<file path="config.mk">
export PLATFORM = sky130hd
export DESIGN_NAME = reg_file_hs
export DESIGN_NICKNAME = d
export VERILOG_FILES = /design/src/rtl/reg_file_hs.sv
export SDC_FILE = /design/constraint.sdc
export NUM_CORES = 2
export LEC_CHECK = 0
export ABC_AREA = 0
export ABC_CLOCK_PERIOD_IN_PS = 4050
export CAP_MARGIN = 5
export CELL_PAD_IN_SITES_DETAIL_PLACEMENT = 0
export CELL_PAD_IN_SITES_GLOBAL_PLACEMENT = 1
export CORE_MARGIN = 5
export CORE_UTILIZATION = 40
export DETAILED_ROUTE_END_ITERATION = 8
export GPL_TIMING_DRIVEN = 0
export PLACE_DENSITY = 0.72
export SLEW_MARGIN = 20
export SYNTH_ARGS = -nofsm -noshare
export SYNTH_HDL_FRONTEND = slang
export SYNTH_SLANG_ARGS = --single-unit
</file>
<file path="constraint.sdc">
create_clock -name clk -period 4.05 [get_ports clk]
set_input_delay 0.6075 -clock clk [delete_from_list [all_inputs] [get_ports clk]]
set_output_delay 0.6075 -clock clk [all_outputs]
set_load 0.02 [all_outputs]
</file>
<file path="src/rtl/reg_file_hs.sv">
// Handshaked 16x32 register file: two write ports, four read ports, PC aliased at the top address, separate CSPR.
// Optional macro RF_BYPASS_EN selects write-first forwarding; the default build is read-first.
module reg_file_hs #(
   parameter int unsigned DATA_W = 32,
   parameter int unsigned ADDR_W = 4
) (
   input  logic              clk,
   input  logic              rst,
   input  logic              req,
   output logic              ack,
   input  logic [ADDR_W-1:0] in_address1,
   input  logic [ADDR_W-1:0] in_address2,
   input  logic [ADDR_W-1:0] in_address3,
   input  logic [ADDR_W-1:0] in_address4,
   input  logic              read_enable,
   input  logic [ADDR_W-1:0] write_address,
   input  logic [DATA_W-1:0] write_data,
   input  logic              write_enable,
   input  logic [ADDR_W-1:0] write_address2,
   input  logic [DATA_W-1:0] write_data2,
   input  logic              write_enable2,
   input  logic [DATA_W-1:0] pc_update,
   input  logic              pc_write,
   input  logic [DATA_W-1:0] cspr_update,
   input  logic              cspr_write,
   output logic [DATA_W-1:0] out_data1,
   output logic [DATA_W-1:0] out_data2,
   output logic [DATA_W-1:0] out_data3,
   output logic [DATA_W-1:0] out_data4,
   output logic [DATA_W-1:0] pc,
   output logic [DATA_W-1:0] cspr
);

   localparam int unsigned        NREGS   = 2 ** ADDR_W;
   localparam logic [ADDR_W-1:0]  PC_ADDR = '1;

   typedef enum logic {IDLE, ACKED} state_t;
   state_t state;

   // Only the addresses below PC_ADDR need storage; the top address is the PC itself.
   logic [DATA_W-1:0] regs     [NREGS-1];
   logic [DATA_W-1:0] regs_nxt [NREGS-1];
   logic [DATA_W-1:0] src      [NREGS-1];
   logic [DATA_W-1:0] pc_nxt;
   logic [DATA_W-1:0] src_pc;
   logic [ADDR_W-1:0] rd_addr  [4];
   logic [DATA_W-1:0] rd_val   [4];
   logic              exec;

   assign exec = (state == IDLE) && req;

   assign rd_addr[0] = in_address1;
   assign rd_addr[1] = in_address2;
   assign rd_addr[2] = in_address3;
   assign rd_addr[3] = in_address4;

   always_comb begin
      for (int unsigned i = 0; i < NREGS - 1; i++) begin
         regs_nxt[i] = regs[i];
         if (write_enable && (write_address == ADDR_W'(i)))
            regs_nxt[i] = write_data;
         if (write_enable2 && (write_address2 == ADDR_W'(i)))
            regs_nxt[i] = write_data2;
      end
   end

   always_comb begin
      pc_nxt = pc;
      if (write_enable && (write_address == PC_ADDR))
         pc_nxt = write_data;
      if (write_enable2 && (write_address2 == PC_ADDR))
         pc_nxt = write_data2;
      if (pc_write)
         pc_nxt = pc_update;
   end

   always_comb begin
      for (int unsigned i = 0; i < NREGS - 1; i++) begin
`ifdef RF_BYPASS_EN
         src[i] = regs_nxt[i];
`else
         src[i] = regs[i];
`endif
      end
`ifdef RF_BYPASS_EN
      src_pc = pc_nxt;
`else
      src_pc = pc;
`endif
   end

   always_comb begin
      for (int unsigned n = 0; n < 4; n++) begin
         rd_val[n] = '0;
         if (rd_addr[n] == PC_ADDR)
            rd_val[n] = src_pc;
         else
            rd_val[n] = src[rd_addr[n]];
      end
   end

   always_ff @(posedge clk) begin
      if (rst) begin
         state     <= IDLE;
         ack       <= 1'b0;
         pc        <= '0;
         cspr      <= '0;
         out_data1 <= '0;
         out_data2 <= '0;
         out_data3 <= '0;
         out_data4 <= '0;
         for (int unsigned i = 0; i < NREGS - 1; i++)
            regs[i] <= '0;
      end else begin
         case (state)
            IDLE: begin
               if (req) begin
                  for (int unsigned i = 0; i < NREGS - 1; i++)
                     regs[i] <= regs_nxt[i];
                  pc <= pc_nxt;
                  if (cspr_write)
                     cspr <= cspr_update;
                  if (read_enable) begin
                     out_data1 <= rd_val[0];
                     out_data2 <= rd_val[1];
                     out_data3 <= rd_val[2];
                     out_data4 <= rd_val[3];
                  end
                  ack   <= 1'b1;
                  state <= ACKED;
               end
            end
            ACKED: begin
               if (!req) begin
                  ack   <= 1'b0;
                  state <= IDLE;
               end
            end
            default: begin
               ack   <= 1'b0;
               state <= IDLE;
            end
         endcase
      end
   end

endmodule

</file>
==> flow_summary_export.csv <==
group,metric,value,unit
global_routing,number_of_antenna_violations_at_the_first_check_in_global_routing,21,
setup_path,rr_endpoint,"out_data2[27]",
die,pin_count,353,
synthesis,yosys_register_bits,674,
placed_design,hpwlAfterDp,218000,um
sta,max_slew_margin,6.89,%
routing,dr.first_iter.drc_count,8213,
die,die_h,344,um
global_routing,grt_max_degree,33,
power,net_switching_power_figure,6.44,mW
setup_path,path_max_fanout,10,
job,drv_cap,0,
power,ir_worst_vdd,0.312,mV
power,combPwrFrac,19.3,%
die,floorplan.die_area,118000,sq um
clocking,postCtsHoldBufs,0,
setup_path,critPathRequiredTime,4.68,ns
run_status,outcome,"completed",
setup_path,family_with_the_most_delay_on_the_worst_path,"buffers and inverters",
die,die_w,344,um
routing,routedWlPerCell,42.2,um
synthesis,yosys.area_share.simple,14.6,%
setup_path,crit_path_cell_trace,"clkdlybuf4s50_1 -> buf_2 -> clkbuf_1 -> nor3_1 -> nor4_1 -> a22o_1",
global_routing,overall_routing_resource_usage,44.6,%
sta,worst_slew_pin_slew,1.36,ns
placed_design,portBuffers,308,
routing,antenna_left,0,
synthesis,number_of_enable_flip_flop_cells_after_synthesis,480,
final_layout,flow.area_growth_from_synthesis,18.2,%
routing,totalWireLength,271000,um
routing,drt_drc_violations_left,0,
final_layout,final_util,47.6,%
routing,via_count,44407,
sta,final-hold-violation-count,0,
power,clock_power_share,38.1,%
routing,vias_per_cell,6.91,
setup_path,setup.worst_path.start_class,"primary input",
placed_design,postPlaceCellArea,50000,sq um
setup_path,critical_path_buf_inv_count,3,
sta,post-route-min-period,3.82,ns
setup_path,worst_setup_path_end_kind,"flop",
power,static_leakage,19.6,nW
clocking,count_of_buffers_added_by_post_cts_timing_repair_for_setup,0,
power,power.share.sequential,42.6,%
clocking,count_of_instances_resized_after_the_clock_tree_is_built,0,
hold_path,hold_path.class,"primary input to flop",
synthesis,synth_top_family_by_area,"multiplexers",
synthesis,ys.warnings.count,0,
power,swShare,32.5,%
clocking,clk_pin_slew_worst_paths,0.06,ns
hold_path,hold_depth,3,
final_layout,post_route_cells_drive_above_1_share,17.4,%
sta,timing_max_transition_violations_final,0,
synthesis,yosys.area_share.xor_xnor,0,%
global_routing,congestion_overflow_gr,0,
die,initial_utilization,40.3,%
clocking,tritoncts,"built",
setup_path,worstReg2RegStart,"state",
placed_design,place_ws,-0.0910,ns
setup_path,worst_path_max_delay_cell,"sky130_fd_sc_hd__nor4_1",
clocking,cts_root_buf,"sky130_fd_sc_hd__clkbuf_16",
synthesis,postSynthCellCount,4450,
clocking,tritoncts_num_sinks,674,
clocking,clk-insertion-delay-late,0.70,ns
synthesis,netlist_area,44600,sq um
synthesis,ys_seq_area_share,41.0,%
sta,worst_hold_slack,0.405,ns
hold_path,min_to,"regs[0][46]",
synthesis,synth-async-reset-ratio,0,%
synthesis,post_synth_mux_area_share,21.9,%
die,area_of_the_core_region,111000,sq um
synthesis,synth_cell_types,66,
synthesis,yosys_most_used_dff,"sky130_fd_sc_hd__edfxtp_1",
sta,timing.fmax,262,MHz
synthesis,synth_compound_gate_area_share,17.1,%
sta,final_critical_path_setup_slack,0.231,ns
clocking,cts-root-to-sink-buffers,3,
clocking,tritoncts.num_buffers,83,
global_routing,grt_pass1_wl,359000,um
placed_design,gp_congestion,1.07,
setup_path,timing.reg2reg.worst_path_depth,5,
setup_path,critPathKind,"primary input to flop",
final_layout,finish.instance_area,52700,sq um
die,num_rows,122,
sta,min_period_over_period,94.3,%
sta,rsz0062_at_grt,"false",
setup_path,crit_arrival,4.44,ns
setup_path,critical-path-max-stage-delay,1.11,ns
clocking,ctsHtreeMaxLevel,3,
synthesis,yosys.area_share.adder,0.0281,%
power,pwr_density_cell,376,nW/um^2
global_routing,vias_in_the_first_global_route,41284,
sta,clock_skew,0.0378,ns
routing,drt_pass1_iterations,6,
synthesis,postSynthNetCount,4611,
power,internal_portion_of_total_power,13.4,mW
synthesis,syn-mean-instance-area,10.0,sq um
sta,final_count_of_negative_setup_slack_endpoints,0,
hold_path,hp-start,"write_data[14]",
final_layout,total_nets_final,5023,
setup_path,setup.reg_to_reg.worst_slack,0.55,ns
## sequential cells by signal (all words and copies together) (netlist names)
register   cells
pc            32
out_data1     32
state          1
out_data3     32
regs         480
ack            1
out_data2     32
cspr          32
out_data4     32
## worst max-delay path by stage
stage | startpoint | endpoint | slack (ns) | cells after the start
4_1_cts | in_address2[2] | out_data2[20] | 0.62 | 6
5_1_grt | in_address2[2] | out_data2[20] | 0.42 | 6
6_report | in_address2[2] | out_data2[20] | 0.23 | 6
3_5_place_dp | in_address2[2] | out_data2[20] | -0.09 | 6
3_3_place_gp | write_enable2 | regs[1][151] | -1.59 | 5
2_1_floorplan | write_address2[3] | regs[0][32] | 1.56 | 4
## Yosys cell counts (4+ instances only)
cell type                   instances  share of area (%)
sky130_fd_sc_hd__buf_4             31               0.52
sky130_fd_sc_hd__nand2_1         1110                9.3
sky130_fd_sc_hd__o21ai_0           32               0.36
sky130_fd_sc_hd__a32o_1            33               0.74
sky130_fd_sc_hd__or3b_1             4              0.079
sky130_fd_sc_hd__dfxtp_1          194                8.7
sky130_fd_sc_hd__o22a_1            10               0.20
sky130_fd_sc_hd__a22o_1            83                1.6
sky130_fd_sc_hd__mux2_2           172                4.3
sky130_fd_sc_hd__inv_1              4              0.034
sky130_fd_sc_hd__o211ai_1          22               0.37
sky130_fd_sc_hd__nand3_1           37               0.42
sky130_fd_sc_hd__buf_6             17               0.43
sky130_fd_sc_hd__a2111oi_0         68                1.3
sky130_fd_sc_hd__a2bb2oi_1          6               0.12
sky130_fd_sc_hd__a211o_1          126                2.5
sky130_fd_sc_hd__o2111ai_1         20               0.39
sky130_fd_sc_hd__a31oi_1            4              0.056
sky130_fd_sc_hd__and3_1            33               0.46
sky130_fd_sc_hd__buf_2            125                1.4
sky130_fd_sc_hd__nand4_1            4              0.056
sky130_fd_sc_hd__or4_1              5              0.084
sky130_fd_sc_hd__o22ai_1          153                2.1
sky130_fd_sc_hd__nor3_1            11               0.12
sky130_fd_sc_hd__buf_1             62               0.52
sky130_fd_sc_hd__mux4_2           326                 16
sky130_fd_sc_hd__nor2_1           205                1.7
sky130_fd_sc_hd__nand2b_1          53               0.74
sky130_fd_sc_hd__clkbuf_1         277                2.3
sky130_fd_sc_hd__nor4_1            14               0.20
sky130_fd_sc_hd__a21oi_1          514                5.8
sky130_fd_sc_hd__nor2b_1           34               0.48
sky130_fd_sc_hd__mux2i_1           39               0.88
sky130_fd_sc_hd__o21ai_1           10               0.11
sky130_fd_sc_hd__nor3b_1            5              0.084
sky130_fd_sc_hd__o221ai_1           6               0.12
sky130_fd_sc_hd__o31ai_1            9               0.15
sky130_fd_sc_hd__edfxtp_1         480                 32
sky130_fd_sc_hd__a211oi_1          21               0.35
sky130_fd_sc_hd__or3b_2             4              0.079
sky130_fd_sc_hd__nand3b_1          14               0.24
sky130_fd_sc_hd__o2bb2ai_1         15               0.29
sky130_fd_sc_hd__a22oi_1           18               0.30
## cells in the final DEF (no fill, tap or decap), drive strengths merged, types with 42 or more instances in the layout
cell / synthesis / routed
a2111oi: 68 / 68
a211o: 126 / 126
a21oi: 514 / 514
a22o: 83 / 83
buf: 238 / 257
clkbuf: 277 / 382
clkdlybuf4s50: 0 / 308
dfxtp: 194 / 194
edfxtp: 480 / 480
mux2: 172 / 172
mux4: 329 / 329
nand2: 1111 / 1111
nand2b: 53 / 53
nor2: 208 / 208
o21ai: 42 / 42
o22ai: 153 / 153
## cell families (layout without fill, tap and decap cells)
kind of cell,count (synthesis),in the layout
AND/OR/NAND/NOR,1556,1556
buffers and inverters,520,1000
other,0,6
adder cells (fa/ha/maj),1,1
multiplexers,540,540
AO/OA/AOI/OAI,1159,1159
flip-flops,674,674
## metal layers
metal  vias to the layer above  routed length, um  track usage [%]
met4                        14              16100             21.4
met1                     22201             103000             60.4
met3                       665              40900             17.1
li1                      17599                  -                -
met5                         -                122                0
met2                      3928             111000             62.8
## per-stage QoR
stage | TNS (ns) | std cells | power, mW
floorplan | 0 | 4450 | 10.2
global placement | -225.72 | 6246 | 12.1
detailed placement | -0.0910 | 6265 | 12.2
CTS | 0 | 6418 | 19.6
global route | 0 | 6418 | 20.1
finish | 0 | 6424 | 19.8
## power groups by stage
stage	combinational (mW)	clock (mW)	sequential, mW
after floorplan	1.95	0	8.29
after global placement	3.60	0	8.52
after detailed placement	3.67	0	8.50
after CTS	3.69	7.51	8.37
after global routing	3.90	7.79	8.43
final	3.84	7.54	8.45
## cell type report
type | instances | area [sq um]
Multi-Input combinational cell | 3256 | 24000
Fill cell | 10415 | 58000
Clock inverter | 48 | 402
Timing Repair Buffer | 327 | 3490
Sequential cell | 674 | 18300
Inverter | 5 | 18.8
Clock buffer | 105 | 2230
Buffer | 515 | 2390
Antenna cell | 6 | 15.0
Tap cell | 1488 | 1860
## worst min-delay path, cell delays in order
cell and delay [ns]:
sky130_fd_sc_hd__buf_1 0.17, sky130_fd_sc_hd__nand2_1 0.10, sky130_fd_sc_hd__a21oi_1 0.06
Power figures use the tool's default switching activity.
